--- src/rtl/cmos_cap_pkg.sv ---
// cmos_cap_pkg -- shared types and sizing helpers for the CMOS capture block.
//   cap_state_e : capture FSM state
//   PH_W        : byte-phase counter width (up to 4 bytes per pixel)
//   cnt_w()     : width of a counter that must hold n+1 (saturation headroom)
//   X_W_DEF / Y_W_DEF : counter widths for the default 1280x720 geometry
package cmos_cap_pkg;

  typedef enum logic [1:0] {
    IDLE    = 2'd0,
    WAIT_VS = 2'd1,
    SKIP    = 2'd2,
    ACTIVE  = 2'd3
  } cap_state_e;

  localparam int PH_W        = 2;
  localparam int H_PIX_DEF   = 1280;
  localparam int V_LINES_DEF = 720;

  // Counters saturate at n+1 so an over-long line can never alias to n.
  function automatic int cnt_w(input int n);
    return $clog2(n + 2);
  endfunction

  localparam int X_W_DEF = $clog2(H_PIX_DEF + 2);
  localparam int Y_W_DEF = $clog2(V_LINES_DEF + 2);

endpackage

--- src/rtl/cmos_pix_pack.sv ---
// cmos_pix_pack -- assembles camera bytes into pixels, MSB (first byte) on top.
//   i_href/i_href_rise : registered line-valid and its rising edge (phase reset)
//   i_din              : registered camera byte
//   i_keep             : pixel completing this cycle is to be emitted
//   o_done             : a pixel completes this cycle (combinational)
//   o_mid              : a partial pixel is pending
//   o_pix / o_vld      : registered packed pixel and emit strobe
module cmos_pix_pack
  import cmos_cap_pkg::*;
#(
  parameter int DIN_W         = 8,
  parameter int BYTES_PER_PIX = 2
) (
  input  logic                             i_clk,
  input  logic                             i_rst_n,
  input  logic                             i_href,
  input  logic                             i_href_rise,
  input  logic [DIN_W-1:0]                 i_din,
  input  logic                             i_keep,
  output logic                             o_done,
  output logic                             o_mid,
  output logic [DIN_W*BYTES_PER_PIX-1:0]   o_pix,
  output logic                             o_vld
);
  localparam int PIX_W = DIN_W * BYTES_PER_PIX;

  logic [PH_W-1:0]  r_phase, w_phase;
  logic [PIX_W-1:0] r_acc, w_acc, w_pix, r_pix;
  logic             r_vld;

  always_comb begin
    w_phase = i_href_rise ? '0 : r_phase;
    w_acc   = (w_phase == '0) ? '0 : r_acc;
    w_pix   = (w_acc << DIN_W) | PIX_W'(i_din);
    o_done  = i_href && (w_phase == PH_W'(BYTES_PER_PIX - 1));
  end

  // Still holds the partial count in the first cycle after href falls.
  assign o_mid = (r_phase != '0);
  assign o_pix = r_pix;
  assign o_vld = r_vld;

  always_ff @(posedge i_clk or negedge i_rst_n) begin
    if (!i_rst_n) begin
      r_phase <= '0;
      r_acc   <= '0;
      r_pix   <= '0;
      r_vld   <= 1'b0;
    end else begin
      if (!i_href || o_done) r_phase <= '0;
      else                   r_phase <= w_phase + PH_W'(1);
      if (i_href) r_acc <= w_pix;
      if (o_done) r_pix <= w_pix;
      r_vld <= o_done & i_keep;
    end
  end

endmodule

--- src/rtl/cmos_capture_win.sv ---
// cmos_capture_win -- CMOS camera capture with frame skip and optional crop.
//   i_clk, i_rst_n            : pixel clock, async active-low reset
//   i_vsync, i_href, i_din    : camera sync / line valid / byte
//   i_enable                  : capture enable (drop honoured at vsync rise)
//   o_dout, o_dout_vld        : packed pixel and strobe
//   o_dout_sop, o_dout_eop    : first / last emitted pixel of a frame
//   o_frame_cnt               : completed frames (wraps)
//   o_err_line, o_err_frame   : one-cycle error pulses
// Build option: define CAPTURE_CROP_EN to emit only the X0/Y0/WIN_W/WIN_H
// window; otherwise the full H_PIX x V_LINES frame is emitted.
module cmos_capture_win
  import cmos_cap_pkg::*;
#(
  parameter int DIN_W         = 8,
  parameter int BYTES_PER_PIX = 2,
  parameter int H_PIX         = 1280,
  parameter int V_LINES       = 720,
  parameter int SKIP_FRAMES   = 10,
  parameter int X0            = 0,
  parameter int Y0            = 0,
  parameter int WIN_W         = 1280,
  parameter int WIN_H         = 720
) (
  input  logic                           i_clk,
  input  logic                           i_rst_n,
  input  logic                           i_vsync,
  input  logic                           i_href,
  input  logic [DIN_W-1:0]               i_din,
  input  logic                           i_enable,
  output logic [DIN_W*BYTES_PER_PIX-1:0] o_dout,
  output logic                           o_dout_vld,
  output logic                           o_dout_sop,
  output logic                           o_dout_eop,
  output logic [15:0]                    o_frame_cnt,
  output logic                           o_err_line,
  output logic                           o_err_frame
);
  localparam int XW = cnt_w(H_PIX);
  localparam int YW = cnt_w(V_LINES);
  localparam int SW = cnt_w(SKIP_FRAMES);

`ifdef CAPTURE_CROP_EN
  localparam bit CROP_ON = 1'b1;
`else
  localparam bit CROP_ON = 1'b0;
`endif

  localparam logic [XW-1:0] WX0  = XW'(CROP_ON ? X0 : 0);
  localparam logic [XW-1:0] WXN  = XW'(CROP_ON ? WIN_W : H_PIX);
  localparam logic [XW-1:0] WX1  = XW'(CROP_ON ? X0 + WIN_W - 1 : H_PIX - 1);
  localparam logic [YW-1:0] WY0  = YW'(CROP_ON ? Y0 : 0);
  localparam logic [YW-1:0] WYN  = YW'(CROP_ON ? WIN_H : V_LINES);
  localparam logic [YW-1:0] WY1  = YW'(CROP_ON ? Y0 + WIN_H - 1 : V_LINES - 1);
  localparam logic [XW-1:0] XEND = XW'(H_PIX);
  localparam logic [XW-1:0] XMAX = XW'(H_PIX + 1);
  localparam logic [YW-1:0] YEND = YW'(V_LINES);
  localparam logic [YW-1:0] YMAX = YW'(V_LINES + 1);
  localparam logic [SW-1:0] SKIPN = SW'(SKIP_FRAMES);

  logic             r_vs, r_vs_d, r_hr, r_hr_d;
  logic [DIN_W-1:0] r_din;
  logic             w_vs_rise, w_vs_fall, w_hr_rise, w_hr_fall;
  cap_state_e       r_state, w_next;
  logic [XW-1:0]    r_x, w_dx;
  logic [YW-1:0]    r_y, w_dy;
  logic [SW-1:0]    r_skip;
  logic             r_eop_seen, w_skip_done;
  logic             w_keep, w_sop, w_eop, w_err_line, w_err_frame;
  logic             w_done, w_mid;
  logic             r_sop, r_eop, r_err_line, r_err_frame;
  logic [15:0]      r_fcnt;

  assign w_vs_rise   = r_vs & ~r_vs_d;
  assign w_vs_fall   = ~r_vs & r_vs_d;
  assign w_hr_rise   = r_hr & ~r_hr_d;
  assign w_hr_fall   = ~r_hr & r_hr_d;
  assign w_skip_done = (r_skip >= SKIPN);

  cmos_pix_pack #(.DIN_W(DIN_W), .BYTES_PER_PIX(BYTES_PER_PIX)) u_pack (
    .i_clk(i_clk), .i_rst_n(i_rst_n), .i_href(r_hr), .i_href_rise(w_hr_rise),
    .i_din(r_din), .i_keep(w_keep), .o_done(w_done), .o_mid(w_mid),
    .o_pix(o_dout), .o_vld(o_dout_vld)
  );

  always_ff @(posedge i_clk or negedge i_rst_n) begin
    if (!i_rst_n) r_state <= IDLE;
    else          r_state <= w_next;
  end

  always_comb begin
    w_next = r_state;
    case (r_state)
      IDLE:          if (i_enable) w_next = WAIT_VS;
      WAIT_VS, SKIP: begin
        if (w_vs_rise && !i_enable)      w_next = IDLE;
        else if (w_vs_fall && w_skip_done) w_next = ACTIVE;
        else if (w_vs_fall)               w_next = SKIP;
      end
      ACTIVE:        if (w_vs_rise) w_next = i_enable ? WAIT_VS : IDLE;
      default:       w_next = IDLE;
    endcase
  end

  // Window test by offset: x-X0 wraps large when x<X0, so one compare suffices.
  always_comb begin
    w_dx        = r_x - WX0;
    w_dy        = r_y - WY0;
    w_keep      = (r_state == ACTIVE) && (r_x < XEND) && (r_y < YEND) &&
                  (w_dx < WXN) && (w_dy < WYN);
    w_sop       = w_keep && (r_x == WX0) && (r_y == WY0);
    w_eop       = w_keep && (r_x == WX1) && (r_y == WY1);
    w_err_line  = (r_state == ACTIVE) && w_hr_fall && (r_y < YEND) &&
                  ((r_x != XEND) || w_mid);
    w_err_frame = (r_state == ACTIVE) && w_vs_rise && !r_eop_seen;
  end

  always_ff @(posedge i_clk or negedge i_rst_n) begin
    if (!i_rst_n) begin
      r_vs <= 1'b0; r_vs_d <= 1'b0; r_hr <= 1'b0; r_hr_d <= 1'b0;
      r_din       <= '0;
      r_x         <= '0;
      r_y         <= '0;
      r_skip      <= '0;
      r_eop_seen  <= 1'b0;
      r_sop       <= 1'b0;
      r_eop       <= 1'b0;
      r_err_line  <= 1'b0;
      r_err_frame <= 1'b0;
      r_fcnt      <= '0;
    end else begin
      r_vs <= i_vsync; r_vs_d <= r_vs;
      r_hr <= i_href;  r_hr_d <= r_hr;
      r_din <= i_din;
      if (w_hr_fall)                     r_x <= '0;
      else if (w_done && r_x != XMAX)    r_x <= r_x + XW'(1);
      if (w_vs_fall)                     r_y <= '0;
      else if (w_hr_fall && r_y != YMAX) r_y <= r_y + YW'(1);
      if (r_state == IDLE) r_skip <= '0;
      else if (w_vs_fall && (r_state == WAIT_VS || r_state == SKIP) && !w_skip_done)
        r_skip <= r_skip + SW'(1);
      if (r_state != ACTIVE)    r_eop_seen <= 1'b0;
      else if (w_done && w_eop) r_eop_seen <= 1'b1;
      r_sop       <= w_done & w_sop;
      r_eop       <= w_done & w_eop;
      r_err_line  <= w_err_line;
      r_err_frame <= w_err_frame;
      if (r_eop) r_fcnt <= r_fcnt + 16'd1;
    end
  end

  assign o_dout_sop  = r_sop;
  assign o_dout_eop  = r_eop;
  assign o_frame_cnt = r_fcnt;
  assign o_err_line  = r_err_line;
  assign o_err_frame = r_err_frame;

endmodule

--- config.mk ---
export PLATFORM = sky130hd
export DESIGN_NAME = cmos_capture_win
export DESIGN_NICKNAME = d
export VERILOG_FILES = /design/src/rtl/cmos_cap_pkg.sv /design/src/rtl/cmos_pix_pack.sv /design/src/rtl/cmos_capture_win.sv
export SDC_FILE = /design/constraint.sdc
export NUM_CORES = 1
export LEC_CHECK = 0
export CELL_PAD_IN_SITES_DETAIL_PLACEMENT = 2
export CELL_PAD_IN_SITES_GLOBAL_PLACEMENT = 2
export CORE_ASPECT_RATIO = 1.2
export CORE_MARGIN = 4
export CORE_UTILIZATION = 39
export CTS_CLUSTER_DIAMETER = 30
export DETAILED_ROUTE_END_ITERATION = 8
export GPL_ROUTABILITY_DRIVEN = 0
export GPL_TIMING_DRIVEN = 0
export PLACE_DENSITY = 0.85
export REMOVE_ABC_BUFFERS = 1
export SYNTH_ARGS = -nofsm -noshare
export SYNTH_HDL_FRONTEND = slang
export SYNTH_SLANG_ARGS = --single-unit
--- constraint.sdc ---
create_clock -name i_clk -period 3 [get_ports i_clk]
set_input_delay 0.3 -clock i_clk [delete_from_list [all_inputs] [get_ports i_clk]]
set_output_delay 0.3 -clock i_clk [all_outputs]
set_load 0.01 [all_outputs]
---- Yosys cells after proc, flatten, opt, wreduce, memory -nomap -nowiden ----
Cells that the tools add are included.
operators by class
  magnitude comparators ................... 3
  mux-type cells .......................... 18
  add/subtract/negate cells ............... 5
  equality and inequality tests ........... 13
  reductions and logical operators ........ 39
  bitwise logic cells ..................... 12
operators by type and width
  operator                                                                number
  11-bit 2-to-1 mux                                                       2
  11-bit inequality test (second input constant)                          2
  1-bit logical AND                                                       21
  10-bit 2-to-1 mux                                                       2
  16-bit by 1-bit adder with 16-bit output (second input constant)        1
  16-bit by 8-bit bitwise OR with 16-bit output                           1
  2-bit 2-to-1 mux                                                        7
  11-bit by 1-bit adder with 11-bit output (second input constant)        1
  11-bit equality test (second input constant)                            1
  11-bit zero test                                                        1
  11-bit < comparator (second input constant)                             1
  10-bit by 1-bit adder with 10-bit output (second input constant)        1
  10-bit equality test (second input constant)                            1
  10-bit zero test                                                        1
  10-bit < comparator (second input constant)                             1
  10-bit inequality test (second input constant)                          1
  2-bit nonzero test                                                      5
  4-bit 2-to-1 mux                                                        2
  8-bit 2-to-1 mux                                                        1
  1-bit bitwise AND                                                       7
  2-bit inequality test (second input constant)                           3
  2-bit one-hot mux with 3 select lines                                   1
  4-bit by 1-bit adder with 4-bit output (second input constant)          1
  2-bit by 1-bit equality test with 1-bit output (second input constant)  2
  11 further kinds                                                        23
storage, ports and cells
  register bits after elaboration ......... 87
  output and inout bits ................... 37
  logic and storage cells ................. 109
  input port bits ......................... 13

---- Longest topological paths before layout ----
Gate-level depths: netlist of the first run.
  depth after elaboration ................. 10
  mapped depth ............................ 9

---- By module ----
From an unflattened synthesis of the first run, not the netlist that was laid out.
second synthesis, totals
  cells, all modules ...................... 327
  area total of the unflattened synthesis .. 3,886.2 um2
modules (own cells, without submodules)
  module            times used  cells each  area each (um2)
  cmos_capture_win  1           255         2,762.6
  cmos_pix_pack     1           72          1,123.6

---- Worst setup path before layout of the first run ----
OpenSTA, ideal clock, no wires.
  kind .................................... flip-flop to flip-flop
  start point ............................. register r_hr_d
  end point ............................... register u_pack.r_pix[7], in the netlist u_pack.o_pix[7]
  arrival time ............................ 1.774 ns
  clock period less this slack ............ 1.898 ns
  cell stages (with the launch flop) ...... 7
  setup time .............................. 0.125 ns
  slack ................................... 1.102 ns
  required time ........................... 2.875 ns
  path through ............................ dfrtp_1 -> nand2b_1 -> and2_1 -> ha_1 -> nand2_1 -> clkbuf_1 -> mux2_2
between the ends
  word-level cells in the longest chain between the ends .. 5
ends and longest elaborated chain
  what                                            RTL line                 RTL
  from (decl)                                     cmos_capture_win.sv:60   logic r_vs, r_vs_d, r_hr, r_hr_d;
  from (signal assigned)                          cmos_capture_win.sv:132  r_hr <= i_href; r_hr_d <= r_hr;
  1-bit NOT                                       cmos_capture_win.sv:75   assign w_hr_rise = r_hr & ~r_hr_d;
  1-bit bitwise AND                               cmos_capture_win.sv:75
  2-bit 2-to-1 mux                                cmos_pix_pack.sv:32      w_phase = i_href_rise ? '0 : r_phase;
  2-bit by 1-bit equality test with 1-bit output  cmos_pix_pack.sv:35      o_done = i_href && (w_phase == PH_W'(BYTES_PER_PIX - 1));
  1-bit logical AND                               cmos_pix_pack.sv:35
  to (signal assigned)                            cmos_pix_pack.sv:53      if (o_done) r_pix <= w_pix;
  to (decl)                                       cmos_pix_pack.sv:28      logic [PIX_W-1:0] r_acc, w_acc, w_pix, r_pix;
No other way between the ends.
A chain may end at the register's enable or synchronous reset.

---- Worst setup path in the final report of the first run ----
  start point ............................. register r_hr
  end point ............................... register r_x[10]
between the ends
  word-level cells in the longest chain between the ends .. 6
  elaborated cells between the ends (all ways) .. 9
  classes of those cells .................. eq/ne (1); mux (2); bitwise (3); reduce/logical (3)
ends and longest elaborated chain
  what                                            RTL line                 RTL
  from (decl)                                     cmos_capture_win.sv:60
  from (signal assigned)                          cmos_capture_win.sv:132
  1-bit bitwise AND                               cmos_capture_win.sv:75
  2-bit 2-to-1 mux                                cmos_pix_pack.sv:32
  2-bit by 1-bit equality test with 1-bit output  cmos_pix_pack.sv:35
  1-bit logical AND                               cmos_pix_pack.sv:35
  1-bit logical AND                               cmos_capture_win.sv:135  else if (w_done && r_x != XMAX) r_x <= r_x + XW'(1);
  2-bit nonzero test (no source line)             n/a
  to (signal assigned)                            cmos_capture_win.sv:135
  to (decl)                                       cmos_capture_win.sv:64   logic [XW-1:0] r_x, w_dx;
Parallel ways exist; a longest one is shown, timed or not.

==> flow_metrics.tcl, run 1 <==
set metrics [dict create \
    status "finished clean" \
    fin_crit_ns 2.61 \
    cts_max_path_buffers 2 \
    drc 0 \
    drv_slew 0 \
    synth_area_sq_mm 0.00384 \
    critPathLaunch "r_hr" \
    io_buffers 49 \
    initial_core_util_pct 40.1 \
    fin_tns_setup_ns 0 \
    drive_gt1_share_pct 10.7 \
    ios 50 \
    multi_input_area_sq_mm 0.00158 \
    start_kind "register" \
    max-cap-violations 0 \
    vias 2831 \
    worstMarginPinSlew_ns 0.653 \
    grt_max_degree 69 \
    ant_nets 0 \
    critPathKind "register to register" \
    grt_pass1_wl_um 18600 \
    cp.required_ns 3.26 \
    h-tree-depth 3 \
    met2_usage_pct 38.6 \
    dr.first_iter.drc_count 148 \
    ys_seq_area_share_pct 56.8 \
    die_w_um 98.5 \
    synth_cell_types 47 \
    crit_end "r_x[10]" \
    vias_per_cell 5.50 \
    fill_cells 946 \
    dieArea_sq_mm 0.0115 \
    fmax_ghz 0.383 \
    grt.busiest_layer "met2" \
    wire_per_inst_um 21.5 \
    yosys_warnings 0 \
    clock_latency_ns 0.35 \
    cp_max_fo 27 \
    mostFrequentLayoutCells "dfrtp_1, clkdlybuf4s50_1, nand2_1, nor2_1, mux2_2" \
    num_antenna_cells 0 \
    coreArea_sq_mm 0.00956 \
    end_kind "register" \
    met1_usage_pct 25.4 \
    rsz0062_at_grt "no" \
    met3_usage_pct 2.45 \
    drt_wl_total_um 11100 \
    std_cell_rows 39 \
    min_period_over_period_pct 87.1 \
    final_common_cell "dfrtp_1" \
    p_per_area_mw_per_mm2 680 \
    yosys-top-cells-area "dfrtp_1, mux2_2, ha_1, xnor2_1, xor2_1" \
    area_growth_pct 26.2 \
    seqCellArea_sq_mm 0.00218 \
    utilization_pct 50.6 \
    yosysTopAreaCell "dfrtp_1" \
    setup_viol 0 \
    leakagePower_uw 0.00212 \
    r2r_slack_ns 0.39 \
    hp-class "primary input to asynchronous set/reset pin" \
    antenna_found_initial 0 \
    synth.avg_cell_area_sq_um 11.5 \
    reg2reg_depth 6 \
    dpl.hpwl_um 6790 \
    cts-root-buf "clkbuf_16" \
    fp.dieH_um 117 \
    slew_headroom_pct 56.5 \
    ir_drop_v 0.000404 \
    cts_buffers 9 \
    worstReg2RegStart "r_hr" \
    track_usage_pct 21.0 \
    synthCells 333 \
    nNetsFinal 413 \
    r2r_end "r_x[10]" \
    ys_seq_elements 87 \
    grt_pass1_vias 3289 \
    global_route.overflow_total 0 \
    synth.top_cell.area_share_pct 56.8 \
    cp.arrival_ns 2.87 \
    fin_worst_skew_ns 0.0132 \
    finalHoldViolCount 0 \
    tritoncts "built" \
    drtPass1Iterations 4 \
    cts.clk_slew.worst_paths_ns 0.08 \
    cts.sinks 87 \
]
cell usage after synthesis (all sizes together):
cell type and instances:
and2b 1, a31o 1, a22o 1, and2 3
o31ai 6, nor3b 4, or3b 1, dfrtp 87
nor2b 1, nor2 25, nand3b 1, and4b 2
clkbuf 4, or4 2, or3 1, inv 11
and3 8, xor2 14, nor4 4, nand4 14
ha 13, and4bb 1, o22ai 1, buf 4
a31oi 2, nand4b 1, nor4b 1, nand2b 11
mux2 17, nand3 13, mux2i 2, o21a 3
nand2 26, or2 1, o211ai 2, o31a 1
o2111ai 1, o21ai 13, a21oi 7, nor3 6
and4 1, xnor2 15
layer usage:
layer	wire length [um]	part of all wire, %	vias to the layer above
li1	-	-	1274
met1	4640	42	1483
met2	5950	54	57
met3	286	2.6	17
met4	224	2.0	0
met5	0	0	-
worst min-delay path by stage:
stage,startpoint,end,slack [ns],cells past startpoint
2_1_floorplan,i_rst_n,o_dout_eop,0.004,0
6_report,i_rst_n,r_skip[2],0.39,2
3_3_place_gp,r_eop_seen,o_err_frame,0.45,1
5_1_grt,i_din[3],r_din[3],0.39,1
4_1_cts,i_rst_n,u_pack.o_pix[4],0.38,2
3_5_place_dp,i_rst_n,u_pack.o_pix[3],0.21,1
area by class of cell:
cell class	count	area share, %
sequential	87	45.0
multi-input combinational	227	32.6
timing repair buffer	51	10.9
clock buffer	9	4.65
tap	123	3.18
clock inverter	7	2.95
inverter	11	0.853
state kept, by name, indices dropped and copies added, names as in the netlist:
register	cells
r_x	11
r_eop_seen	1
o_dout_eop	1
o_dout_sop	1
o_err_line	1
r_hr	1
u_pack.r_phase	2
o_err_frame	1
u_pack.o_vld	1
r_y	10
u_pack.o_pix	16
r_state	2
r_skip	4
u_pack.r_acc	8
o_frame_cnt	16
r_hr_d	1
r_din	8
r_vs	1
r_vs_d	1
per-stage QoR:
stage,power [uW],area (sq um),setup WS [ns],hold slack [ns],std cells
after CTS,3330,4840,0.0233,0.385,515
after floorplan,1630,3790,0.838,0.00441,325
after global routing,3460,4840,0.137,0.394,515
final,3290,4840,0.387,0.389,515
after global placement,1840,4430,-1.53,0.454,497
after detailed placement,1900,4460,0.108,0.207,498
cells by family after synthesis:
family,synth area share (%)
buffers and inverters,2.38
AOI/OAI and AO/OA,6.26
adders and majority gates,4.24
muxes,5.51
and+or+nand+nor,18.2
DFF,56.8
xor gates and xnor gates,6.62
report_power, final:
group | switching, uW | total [uW] | internal, uW
Clock | 503 | 1410 | 904
Combinational | 271 | 518 | 247
Sequential | 89.5 | 1370 | 1280
timing repair:
action / CTS / global route
setup endpoints to repair: 2 / 5
gates resized for setup: 1 / 1
setup buffers: 0 / 0
hold buffers: 1 / 0
hold endpoints to repair: 19 / 0
worst max-delay path, stage by stage (launching register included):
cell,delay (ns)
dfrtp_1,0.76
nand2b_1,0.17
nand2_1,0.15
ha_1,0.27
nand2_2,0.37
or4_1,0.64
a21oi_1,0.17
(Power assumes the default switching activity.)
==> run 2, diff against run 1 <==
Settings changed: ABC_CLOCK_PERIOD_IN_PS set to 3000, PLACE_DENSITY 0.85 to not set, PLACE_DENSITY_LB_ADDON set to 0.2.
==> flow_metrics.tcl, run 2 (synthesized netlist as in run 1, its figures left out) <==
set metrics [dict create \
    h-tree-depth 3 \
    cts.sinks 87 \
    std_cell_rows 39 \
    seqCellArea_sq_mm 0.00218 \
    drtPass1Iterations 4 \
    dieArea_sq_mm 0.0115 \
    dpl.hpwl_um 6420 \
    cts_max_path_buffers 2 \
    status "finished clean" \
    fin_crit_ns 2.59 \
    drc 0 \
    grt_pass1_wl_um 16100 \
    max-cap-violations 0 \
    fin_worst_skew_ns 0.00506 \
    setup_viol 0 \
    cp.arrival_ns 2.86 \
    cts_buffers 9 \
    critPathKind "register to register" \
    mostFrequentLayoutCells "dfrtp_1, clkdlybuf4s50_1, nand2_1, nor2_1, mux2_2" \
    grt.busiest_layer "met2" \
    drive_gt1_share_pct 10.2 \
    cp.required_ns 3.27 \
    cpPeakStageDelay_ns 0.77 \
    vias 2750 \
    multi_input_area_sq_mm 0.00158 \
    wire_per_inst_um 18.3 \
    total_power_uw 3040 \
    rsz0062_at_grt "no" \
    coreArea_sq_mm 0.00956 \
    post-route-cell-area_sq_mm 0.00479 \
    fmax_ghz 0.386 \
    cts-root-buf "clkbuf_16" \
    num_antenna_cells 0 \
    utilization_pct 50.1 \
    cts.clk_slew.worst_paths_ns 0.06 \
    leakagePower_uw 0.00209 \
    fill_cells 960 \
    p_per_area_mw_per_mm2 636 \
    min_period_over_period_pct 86.3 \
    area_growth_pct 24.8 \
    met1_usage_pct 21.2 \
    post_dp_cell_area_sq_mm 0.00446 \
    initial_core_util_pct 40.1 \
    tritoncts "built" \
    grt_max_degree 50 \
    clock_latency_ns 0.34 \
    end_kind "register" \
    io_buffers 49 \
    cp_max_fo 27 \
    final_common_cell "dfrtp_1" \
    slew_headroom_pct 55.9 \
    antenna_found_initial 0 \
    drv_slew 0 \
    met3_usage_pct 2.75 \
    hp-class "primary input to register" \
    ir_drop_v 0.000304 \
    path_cells "nand2b_1, nand2_1, ha_1, nand2_2, or4_1, a21oi_1" \
    start_kind "register" \
    crit_path_top_delay_cell "dfrtp_1" \
    fin_tns_setup_ns 0 \
    track_usage_pct 18.0 \
    ant_nets 0 \
    ios 50 \
    global_route.overflow_total 0 \
    dr.first_iter.drc_count 77 \
    finalHoldViolCount 0 \
    vias_per_cell 5.34 \
    met2_usage_pct 32.2 \
    die_w_um 98.5 \
    worstMarginPinSlew_ns 0.661 \
    postCtsSetupBuffers 0 \
    grt_pass1_vias 3086 \
    fp.dieH_um 117 \
    drt_wl_total_um 9450 \
    nNetsFinal 413 \
]
[run 2: path summary, 6_finish.rpt]
kind / startpoint / end / slack, ns / cells past startpoint
max: r_hr / r_x[10] / 0.41 / 6
min: i_din[7] / r_din[7] / 0.40 / 1
max reg2reg: r_hr / r_x[10] / 0.41 / 6
min in group asynchronous: i_rst_n / u_pack.o_pix[13] / 0.48 / 2
max in group asynchronous: i_rst_n / r_y[6] / 1.90 / 3
min reg2reg: r_eop_seen / o_err_frame / 0.48 / 1
[run 2: final cells by class]
cell class / count / area share, %
clock inverter: 5 / 1.70
tap: 123 / 3.21
timing repair buffer: 51 / 11.0
sequential: 87 / 45.5
clock buffer: 11 / 4.86
multi-input combinational: 227 / 32.9
inverter: 11 / 0.862
[run 2: power breakdown]
| group | internal, uW | switching [uW] |
|---|---|---|
| Combinational | 246 | 250 |
| Sequential | 1280 | 80.2 |
| Clock | 731 | 458 |
[run 2: what timing repair did]
action                                 4_1_cts  5_1_grt
setup endpoints to repair                    2        5
resized for setup                            1        1
endpoints found under the hold margin       38        0
hold buffers                                 1        0
[run 2: stage by stage]
step                instances  hold slack, ns  worst slack, ns
floorplan                 325         0.00441            0.838
global placement          497           0.460            -1.58
detailed placement        498           0.312            0.118
CTS                       515           0.387           0.0732
global route              515           0.387            0.206
finish                    515           0.403            0.411
[run 2: worst max-delay path, delay by kind of cell (launching register included)]
kind | cells | cell delay [ns]
fa+ha+maj | 1 | 0.27
flops | 1 | 0.77
compound gates | 1 | 0.15
simple gates | 4 | 1.33
[run 2: metal layers]
metal,share of wire [%],vias to the layer above
met5,0,-
met4,2.2,0
met3,2.7,12
met2,52,42
met1,43,1418
li1,-,1278
==> run 3, diff against run 2 <==
Settings changed: ABC_AREA set to 1, ABC_CLOCK_PERIOD_IN_PS 3000 to not set, CORE_UTILIZATION 39 to 36.
==> flow_metrics.tcl, run 3 <==
set metrics [dict create \
    cts.sinks 87 \
    hold_ws_ns 0.391 \
    global_route.overflow_total 0 \
    cts_max_path_buffers 2 \
    hp-class "primary input to register" \
    antenna_found_initial 0 \
    rsz0062_at_grt "no" \
    num_antenna_cells 0 \
    worstMarginPinSlew_ns 0.582 \
    synth_cell_types 33 \
    synthArstFlopShare_pct 100 \
    synth_common_cells "nand2_1, dfrtp_1, inv_1" \
    grt_pass1_wl_um 20200 \
    end_kind "register" \
    setup_viol 0 \
    yosys_warnings 0 \
    drive_gt1_share_pct 8.79 \
    drt_wl_total_um 11700 \
    synth.most_common_cell "nand2_1" \
    tritoncts "built" \
    min_period_over_period_pct 82.9 \
    start_kind "register" \
    leakagePower_uw 0.00258 \
    ios 50 \
    critPathKind "register to register" \
    coreArea_sq_mm 0.0116 \
    ys_seq_elements 87 \
    fp.dieH_um 128 \
    cp_max_fo 31 \
    area_growth_pct 21.7 \
    ant_nets 0 \
    fin_crit_ns 2.49 \
    cp.arrival_ns 2.74 \
    synthCells 513 \
    post_layout_nonfiller_instances 726 \
    initial_core_util_pct 36.9 \
    clock_latency_ns 0.34 \
    placedCellCount 709 \
    grt_pass1_vias 4080 \
    drv_slew 0 \
    ys_seq_area_share_pct 50.8 \
    ir_drop_v 0.000225 \
    synth_area_sq_mm 0.00429 \
    die_w_um 108 \
    slew_headroom_pct 61.2 \
    status "finished clean" \
    track_usage_pct 18.5 \
    mostFrequentLayoutCells "nand2_1, dfrtp_1, inv_1" \
    h-tree-depth 3 \
    cts.clk_slew.worst_paths_ns 0.07 \
    drtPass1Iterations 4 \
    vias 3612 \
    synth.top_cell.area_share_pct 50.8 \
    fmax_ghz 0.402 \
    cts-root-buf "clkbuf_16" \
    wire_per_inst_um 16.1 \
    yosys-top-cells-area "dfrtp_1, nand2_1, inv_1, nand3_1, ha_1" \
    vias_per_cell 4.98 \
    cp.required_ns 3.25 \
    dieArea_sq_mm 0.0137 \
    yosysTopAreaCell "dfrtp_1" \
    final_common_cell "nand2_1" \
    fin_worst_skew_ns 0.00870 \
    synth_edf_count 0 \
    cts_buffers 9 \
    nNetsFinal 590 \
    postCtsSetupBuffers 0 \
    synth_top_flop_cell "dfrtp_1" \
    std_cell_rows 43 \
    dr.first_iter.drc_count 100 \
    max-cap-violations 0 \
    dpl.hpwl_um 8490 \
    r2r_slack_ns 0.51 \
    grt_max_degree 48 \
    synth.avg_cell_area_sq_um 8.36 \
    drc 0 \
    finalHoldViolCount 0 \
    p_per_area_mw_per_mm2 559 \
    io_buffers 49 \
]
[run 3: stage by stage]
step / utilization, % / area, sq um / setup TNS (ns) / total power (uW) / setup WS, ns
finish: 44.9 / 5220 / 0 / 2920 / 0.513
global route: 44.9 / 5220 / 0 / 3100 / 0.170
CTS: 44.8 / 5210 / 0 / 2960 / 0.246
detailed placement: 42.3 / 4910 / -3.98 / 1860 / -0.392
global placement: 42.1 / 4890 / -153.36 / 1820 / -1.75
floorplan: - / 4200 / 0 / 1610 / 0.791
[run 3: kinds of logic after synthesis]
group	Yosys count	share of synthesized area, %
AO/OA/AOI/OAI	45	6.01
XOR/XNOR	16	3.27
adder cells (fa/ha/maj)	13	3.79
buffers and inverters	85	8.58
flip-flops	87	50.8
AND/OR/NAND/NOR	267	27.6
[run 3: worst paths after layout]
check	to	startpoint	depth (start not counted)
min in group asynchronous	r_x[4]	i_rst_n	2
min	r_din[4]	i_din[4]	1
max in group asynchronous	u_pack.o_pix[14]	i_rst_n	3
min reg2reg	r_vs_d	r_vs	0
max	r_eop_seen	r_hr	9
max reg2reg	r_eop_seen	r_hr	9
[run 3: critical path, stage by stage, from the launching register on]
cell and delay [ns]:
dfrtp_1 0.60, inv_2 0.22, o21ai_0 0.34, ha_1 0.29, nand2_4 0.22, nor2_1 0.19
o21ai_0 0.12, nor2_2 0.15, nand2_1 0.11, a21oi_1 0.15
[run 3: area by class of cell]
cell class | count | area, sq um
flip-flops and latches | 87 | 2180
well taps | 157 | 196
clock inverters | 7 | 53.8
repair buffers | 51 | 526
fillers | 1323 | 6400
inverters | 74 | 280
clock buffers | 9 | 225
multi-input cells | 341 | 1760
[run 3: power breakdown]
part           internal [uW]  switching (uW)  leakage, uW
combinational            196             292      0.00129
sequential              1270            80.3      0.00115
clock                    571             512     0.000141
total                   2040             885      0.00258
[run 3: what timing repair did]
item                       in CTS  in global routing
setup endpoints to repair      11                  9
hold endpoints to repair       40                  0
gates resized for setup         2                  3
hold buffers                    1                  0
[run 3: per-layer routing]
| metal | track usage (%) | up-vias | routed length (um) |
|---|---|---|---|
| met5 | 0 | - | 0 |
| met4 | 4.68 | 0 | 130 |
| met3 | 2.98 | 10 | 261 |
| met2 | 34.5 | 39 | 6380 |
| met1 | 21.7 | 1839 | 4940 |
| li1 | - | 1724 | - |
